## src/rtl/rv_pkg.sv

```systemverilog
// Shared RV32I decode definitions: opcodes, ALU/immediate/result-select encodings, NOP.
package rv_pkg;

    localparam logic [6:0] OP_LOAD   = 7'b0000011;
    localparam logic [6:0] OP_STORE  = 7'b0100011;
    localparam logic [6:0] OP_R      = 7'b0110011;
    localparam logic [6:0] OP_I      = 7'b0010011;
    localparam logic [6:0] OP_BRANCH = 7'b1100011;
    localparam logic [6:0] OP_JAL    = 7'b1101111;
    localparam logic [6:0] OP_JALR   = 7'b1100111;
    localparam logic [6:0] OP_LUI    = 7'b0110111;

    localparam logic [31:0] NOP_INSTR = 32'h00000013;

    typedef enum logic [2:0] {
        ALU_ADD = 3'b000,
        ALU_SUB = 3'b001,
        ALU_AND = 3'b010,
        ALU_OR  = 3'b011,
        ALU_XOR = 3'b100,
        ALU_SLT = 3'b101,
        ALU_SLL = 3'b110,
        ALU_SRL = 3'b111
    } alu_op_t;

    typedef enum logic [2:0] {
        IMM_I = 3'd0,
        IMM_S = 3'd1,
        IMM_B = 3'd2,
        IMM_J = 3'd3,
        IMM_U = 3'd4
    } imm_src_t;

    typedef enum logic [1:0] {
        RES_ALU = 2'b00,
        RES_MEM = 2'b01,
        RES_PC4 = 2'b10
    } result_src_t;

endpackage

```

## src/rtl/decode_stage_reg_file.sv

```systemverilog
// 2-read/1-write register file with x0 hardwired to zero and synchronous clear.
// Optional write-through to the read ports when DECODE_RF_BYPASS_EN is defined.
module reg_file #(
    parameter int unsigned XLEN  = 32,
    parameter int unsigned NREGS = 32,
    localparam int unsigned AW   = $clog2(NREGS)
) (
    input  logic            clk,
    input  logic            rst,
    input  logic            i_we,
    input  logic [AW-1:0]   i_waddr,
    input  logic [XLEN-1:0] i_wdata,
    input  logic [AW-1:0]   i_raddr1,
    input  logic [AW-1:0]   i_raddr2,
    output logic [XLEN-1:0] o_rdata1,
    output logic [XLEN-1:0] o_rdata2
);

    logic [XLEN-1:0] r_regs [NREGS];
    logic            w_wr_en;

    assign w_wr_en = i_we && (i_waddr != '0);

    always_ff @(posedge clk) begin
        if (rst) begin
            for (int unsigned i = 0; i < NREGS; i++) begin
                r_regs[i] <= '0;
            end
        end else if (w_wr_en) begin
            r_regs[i_waddr] <= i_wdata;
        end
    end

    always_comb begin
        o_rdata1 = (i_raddr1 == '0) ? '0 : r_regs[i_raddr1];
        o_rdata2 = (i_raddr2 == '0) ? '0 : r_regs[i_raddr2];
`ifdef DECODE_RF_BYPASS_EN
        if (w_wr_en && (i_waddr == i_raddr1)) o_rdata1 = i_wdata;
        if (w_wr_en && (i_waddr == i_raddr2)) o_rdata2 = i_wdata;
`endif
    end

endmodule

```

## src/rtl/decode_stage.sv

```systemverilog
// RV32I decode stage: IF/ID register, register file, control decode and immediate extension.
// Define DECODE_RF_BYPASS_EN for same-cycle writeback forwarding in the register file.
module decode_stage
    import rv_pkg::*;
#(
    parameter int unsigned   XLEN      = 32,
    parameter int unsigned   NREGS     = 32,
    parameter logic [31:0]   NOP_INSTR = rv_pkg::NOP_INSTR
) (
    input  logic            clk,
    input  logic            rst,
    input  logic [31:0]     InstrF,
    input  logic [XLEN-1:0] PCF,
    input  logic [XLEN-1:0] PCPlus4F,
    input  logic            StallD,
    input  logic            FlushD,
    input  logic            RegWriteW,
    input  logic [4:0]      RdW,
    input  logic [XLEN-1:0] ResultW,
    output logic [XLEN-1:0] RD1D,
    output logic [XLEN-1:0] RD2D,
    output logic [XLEN-1:0] ImmExtD,
    output logic [4:0]      Rs1D,
    output logic [4:0]      Rs2D,
    output logic [4:0]      RdD,
    output logic [XLEN-1:0] PCD,
    output logic [XLEN-1:0] PCPlus4D,
    output logic            RegWriteD,
    output logic            MemWriteD,
    output logic            JumpD,
    output logic            BranchD,
    output logic            ALUSrcD,
    output logic [1:0]      ResultSrcD,
    output logic [2:0]      ALUControlD,
    output logic            IllegalD
);

    logic [31:0]     r_instr;
    logic [XLEN-1:0] r_pc;
    logic [XLEN-1:0] r_pc4;

    always_ff @(posedge clk) begin
        if (rst || FlushD) begin
            r_instr <= NOP_INSTR;
            r_pc    <= '0;
            r_pc4   <= '0;
        end else if (!StallD) begin
            r_instr <= InstrF;
            r_pc    <= PCF;
            r_pc4   <= PCPlus4F;
        end
    end

    assign PCD      = r_pc;
    assign PCPlus4D = r_pc4;
    assign Rs1D     = r_instr[19:15];
    assign Rs2D     = r_instr[24:20];
    assign RdD      = r_instr[11:7];

    reg_file #(
        .XLEN  (XLEN),
        .NREGS (NREGS)
    ) u_reg_file (
        .clk      (clk),
        .rst      (rst),
        .i_we     (RegWriteW),
        .i_waddr  (RdW),
        .i_wdata  (ResultW),
        .i_raddr1 (r_instr[19:15]),
        .i_raddr2 (r_instr[24:20]),
        .o_rdata1 (RD1D),
        .o_rdata2 (RD2D)
    );

    logic [6:0]  w_opcode;
    logic [2:0]  w_funct3;
    logic        w_funct7b5;
    imm_src_t    w_imm_src;
    result_src_t w_res_src;
    alu_op_t     w_alu_op;
    logic        w_alu_arith;

    assign w_opcode   = r_instr[6:0];
    assign w_funct3   = r_instr[14:12];
    assign w_funct7b5 = r_instr[30];

    always_comb begin
        RegWriteD   = 1'b0;
        ALUSrcD     = 1'b0;
        MemWriteD   = 1'b0;
        BranchD     = 1'b0;
        JumpD       = 1'b0;
        IllegalD    = 1'b0;
        w_res_src   = RES_ALU;
        w_imm_src   = IMM_I;
        w_alu_arith = 1'b0;
        unique case (w_opcode)
            OP_LOAD: begin
                RegWriteD = 1'b1;
                ALUSrcD   = 1'b1;
                w_res_src = RES_MEM;
            end
            OP_STORE: begin
                ALUSrcD   = 1'b1;
                MemWriteD = 1'b1;
                w_imm_src = IMM_S;
            end
            OP_R: begin
                RegWriteD   = 1'b1;
                w_alu_arith = 1'b1;
            end
            OP_I: begin
                RegWriteD   = 1'b1;
                ALUSrcD     = 1'b1;
                w_alu_arith = 1'b1;
            end
            OP_BRANCH: begin
                BranchD   = 1'b1;
                w_imm_src = IMM_B;
            end
            OP_JAL: begin
                RegWriteD = 1'b1;
                JumpD     = 1'b1;
                w_res_src = RES_PC4;
                w_imm_src = IMM_J;
            end
            OP_JALR: begin
                RegWriteD = 1'b1;
                ALUSrcD   = 1'b1;
                JumpD     = 1'b1;
                w_res_src = RES_PC4;
            end
            OP_LUI: begin
                RegWriteD = 1'b1;
                ALUSrcD   = 1'b1;
                w_imm_src = IMM_U;
            end
            default: IllegalD = 1'b1;
        endcase
    end

    // funct7[5] only distinguishes sub from add on register-register ops
    always_comb begin
        w_alu_op = ALU_ADD;
        if (w_alu_arith) begin
            unique case (w_funct3)
                3'b000:  w_alu_op = (w_opcode == OP_R && w_funct7b5) ? ALU_SUB : ALU_ADD;
                3'b001:  w_alu_op = ALU_SLL;
                3'b010:  w_alu_op = ALU_SLT;
                3'b100:  w_alu_op = ALU_XOR;
                3'b101:  w_alu_op = ALU_SRL;
                3'b110:  w_alu_op = ALU_OR;
                3'b111:  w_alu_op = ALU_AND;
                default: w_alu_op = ALU_ADD;
            endcase
        end else if (w_opcode == OP_BRANCH) begin
            w_alu_op = ALU_SUB;
        end
    end

    always_comb begin
        unique case (w_imm_src)
            IMM_S:   ImmExtD = XLEN'($signed({r_instr[31:25], r_instr[11:7]}));
            IMM_B:   ImmExtD = XLEN'($signed({r_instr[31], r_instr[7], r_instr[30:25],
                                               r_instr[11:8], 1'b0}));
            IMM_J:   ImmExtD = XLEN'($signed({r_instr[31], r_instr[19:12], r_instr[20],
                                               r_instr[30:21], 1'b0}));
            IMM_U:   ImmExtD = XLEN'($signed({r_instr[31:12], 12'b0}));
            default: ImmExtD = XLEN'($signed(r_instr[31:20]));
        endcase
    end

    assign ResultSrcD  = w_res_src;
    assign ALUControlD = w_alu_op;

endmodule
```

## config.mk

```make
export PLATFORM = sky130hd
export DESIGN_NAME = decode_stage
export DESIGN_NICKNAME = d
export VERILOG_FILES = /design/src/rtl/rv_pkg.sv /design/src/rtl/decode_stage_reg_file.sv /design/src/rtl/decode_stage.sv
export SDC_FILE = /design/constraint.sdc
export NUM_CORES = 2
export LEC_CHECK = 0
export ABC_AREA = 0
export CAP_MARGIN = 20
export CORE_UTILIZATION = 25
export DETAILED_ROUTE_END_ITERATION = 8
export HOLD_SLACK_MARGIN = 0.05
export SYNTH_ARGS = -nofsm -noshare
export SYNTH_HDL_FRONTEND = slang
export SYNTH_HIERARCHICAL = 1
export SYNTH_SLANG_ARGS = --single-unit
export TNS_END_PERCENT = 10
```

## constraint.sdc

```tcl
create_clock -name clk -period 2.77 [get_ports clk]
set_input_delay 0.277 -clock clk [delete_from_list [all_inputs] [get_ports clk]]
set_output_delay 0.277 -clock clk [all_outputs]
set_load 0.02 [all_outputs]
```

==> flow_summary.ini <==
[status]
status = complete, but fails checks
violations = negative setup slack

[global_routing]
grtUsageMet1_pct = 23.22
gr-max-usage-layer = met2
grt.overflow.total = 0
grt_use_met3_pct = 3.593
grt_antenna_before_repair = 23
grt_pass1_wl_mm = 302.8
track_usage_pct = 18.00
grt_pass1_vias = 39652
met2_usage_pct = 29.33
grt_max_degree = 65

[synthesis]
async_flop_share_pct = 0
synth_top_family_by_area = multiplexers
yosys.area_share.simple_pct = 13.42
synth.yosys.seq_area_share_pct = 55.95
netlist_area_um2 = 58400
synth-edff-count = 1024
synth_xor_area_share_pct = 0.03000
yosysWarnings = 6
avgSynthCellArea_um2 = 14.90
netlist_instances = 3919
synth-compound-area-share_pct = 3.809
yosysUniqueCellTypes = 60
synth_flop_cell = edfxtp_1
synthMuxAreaShare_pct = 23.22
synth-adder-area-share_pct = 0
synth-seq-cells = 1120

[detailed_routing]
via_per_inst = 5.155
first_pass_iters = 6
detail-route-antenna-nets = 0
avgRoutedWirePerCell_um = 28.37
drtIter0Drc = 4462
drc = 0
vias = 39587
totalWireLength_mm = 217.9

[clock_network]
htreeDepth = 3
cts.clk_slew.worst_paths_ps = 60
cts_hold_buf = 0
cts_tree = yes
clock-sinks = 1120
clock_latency_ps = 770
cts_buffers = 119
cts-root-buf = clkbuf_16
clockBufferDepth = 3

[final_layout]
drive_gt1_share_pct = 35.00
post_layout_nonfiller_instances = 7679
final_nets = 4667
final_util_pct = 32.98
stdcell_area_um2 = 76620
area_delta_synth_final_pct = 31.20

[worst_setup_path]
crit_type = flip-flop to primary output
r2r-end = r_instr[20]
worst_setup_path_end_kind = primary output
r2r_cells = 7
worstPathRequired_ps = 2490
path_max_fanout = 8
r2r_start = r_instr[20]
r2r_setup_slack_ps = 1000
startpoint_type = flip-flop
cp.arrival_ps = 3180

[pwr]
p_leak_nw = 26.05
p_per_area_nw_per_um2 = 539.0
irDropWorstVdd_uv = 650.0

[sta]
whs_ps = 112.3
fmax_ghz = 0.2894
fin_tns_setup_ps = -38600
final.min_clock_period_ps = 3456
finalSetupViolCount = 66
drv_slew = 0
hold_viol = 0
finClkSkew_ps = 0
relSlewSlack_pct = 25.31
tightest_slew_ps = 1117
rsz0062_at_grt = yes
finalCritPeriodShare_pct = 124.8
finalWorstSetupSlack_ps = -685.8

[run]
max-cap-violations = 0

[floorplan]
coreArea_um2 = 232300
fp-row-count = 177
die_h_um = 485.3
dieArea_um2 = 235500
die_x_um = 485.3
start_util_pct = 25.14
io_pins = 324

[placed_design]
placed_area_um2 = 69000
numPortBuffers = 323
place.gp.congestion = 0.8709
dp_hpwl_mm = 145.4
place_inst = 7361

[worst_hold_path]
hold_depth = 3
hold_path_end = u_reg_file/r_regs[13][13]
hp-start = rst
hp-class = input pin to flip-flop
## state kept, by name, indices dropped and copies added (netlist names)
signal             flops
u_reg_file/r_regs   1024
PCD                   32
PCPlus4D              32
r_instr               32
## cell usage after synthesis, types with 14 or more instances
cell       instances  area share [%]
or2_2             34            0.36
buf_6             25            0.48
a22oi_1           17            0.22
nor2_1           137            0.88
buf_2             59            0.51
edfxtp_1        1024              53
dfxtp_1           96             3.3
o22ai_1          103             1.1
buf_4             48            0.62
buf_1             18            0.12
mux2i_1          247             4.2
a2111oi_1         41            0.70
a2111oi_0         14            0.21
nand2_1           14           0.090
mux4_2           472              18
a22o_1            55            0.82
and2_1           996              11
nor3_1            55            0.47
mux2_2            30            0.58
clkbuf_1         284             1.8
nor2b_1           24            0.26
## repair_timing
| action | 4_1_cts | 5_1_grt |
|---|---|---|
| setup buffers | 76 | 14 |
| resized for setup | 622 | 98 |
| cloned | 19 | 0 |
| setup endpoints to repair | 108 | 81 |
| pin swaps | 105 | 43 |
## through the flow
| step | setup WS (ps) | total power [mW] |
|---|---|---|
| 6_report | -685.8 | 41.30 |
| 5_1_grt | -745.5 | 42.42 |
| 4_1_cts | -731.8 | 41.39 |
| 3_5_place_dp | -513.5 | 25.15 |
| 3_3_place_gp | -1018 | 25.06 |
| 2_1_floorplan | 115.5 | 22.49 |
## cell families after synthesis
logic type / count (synthesis)
flops: 1120
mux: 757
simple gates: 1312
xor+xnor: 2
other cells: 1
buf+inv: 437
compound gates: 290
## layer usage
metal	vias up	part of all wire, %
met1	20644	39
met5	-	0.018
li1	16238	-
met3	410	9.0
met2	2289	47
met4	6	4.7
## worst max-delay path, stage by stage, from the launching register on
cell and delay [ps]:
dfxtp_4 390, buf_12 150, buf_12 120, buf_16 130, buf_6 120, mux4_2 490
mux4_2 560, o22ai_2 170, nor3_2 100, buf_4 170
## cells in the final DEF, fill, tap and decap left out, types with 17 or more instances in the layout
cell type,synthesis,final
edfxtp_1,1024,1024
and2_1,996,995
mux4_2,472,472
buf_4,48,357
mux2i_1,247,245
clkdlybuf4s50_1,0,215
buf_12,0,169
clkbuf_16,0,122
nor2_1,137,103
dfxtp_1,96,81
buf_6,25,64
o22ai_1,103,64
a2111oi_4,0,50
a22o_1,55,36
o22ai_2,0,35
or2_2,34,34
nor3_2,0,32
conb_1,1,32
clkinv_1,0,28
clkbuf_1,284,28
mux2_2,30,28
clkinv_2,0,24
dlygate4sd2_1,0,22
buf_8,0,21
a22o_4,0,19
buf_16,0,18
nor3_4,0,18
nor2b_1,24,17
nor2_2,0,17
nor2_4,0,17
## area by class of cell
cell class / count / area, µm²
flip-flops and latches: 1120 / 32720
clock inverters: 70 / 586.8
well taps: 3043 / 3807
clock buffers: 154 / 3193
inverters: 3 / 11.26
fillers: 22225 / 155700
multi-input cells: 2393 / 25940
repair buffers: 892 / 10360
diodes: 4 / 10.01
## worst max-delay path by stage
stage           startpoint        to  slack, ps
2_1_floorplan  r_instr[20]  RD2D[30]        120
3_3_place_gp   r_instr[20]   RD2D[4]      -1020
3_5_place_dp   r_instr[16]   RD1D[9]       -510
4_1_cts        r_instr[16]  RD1D[31]       -730
5_1_grt        r_instr[15]  RD1D[22]       -750
6_report       r_instr[16]  RD1D[19]       -690
## where the power goes
| part | leakage, nW | internal [mW] | switching (mW) |
|---|---|---|---|
| registers | 10.5 | 19.3 | 0.527 |
| logic | 13.7 | 2.70 | 2.95 |
| clock network | 1.86 | 8.84 | 6.96 |
| total | 26.1 | 30.9 | 10.4 |
(Power assumes the default switching activity.)
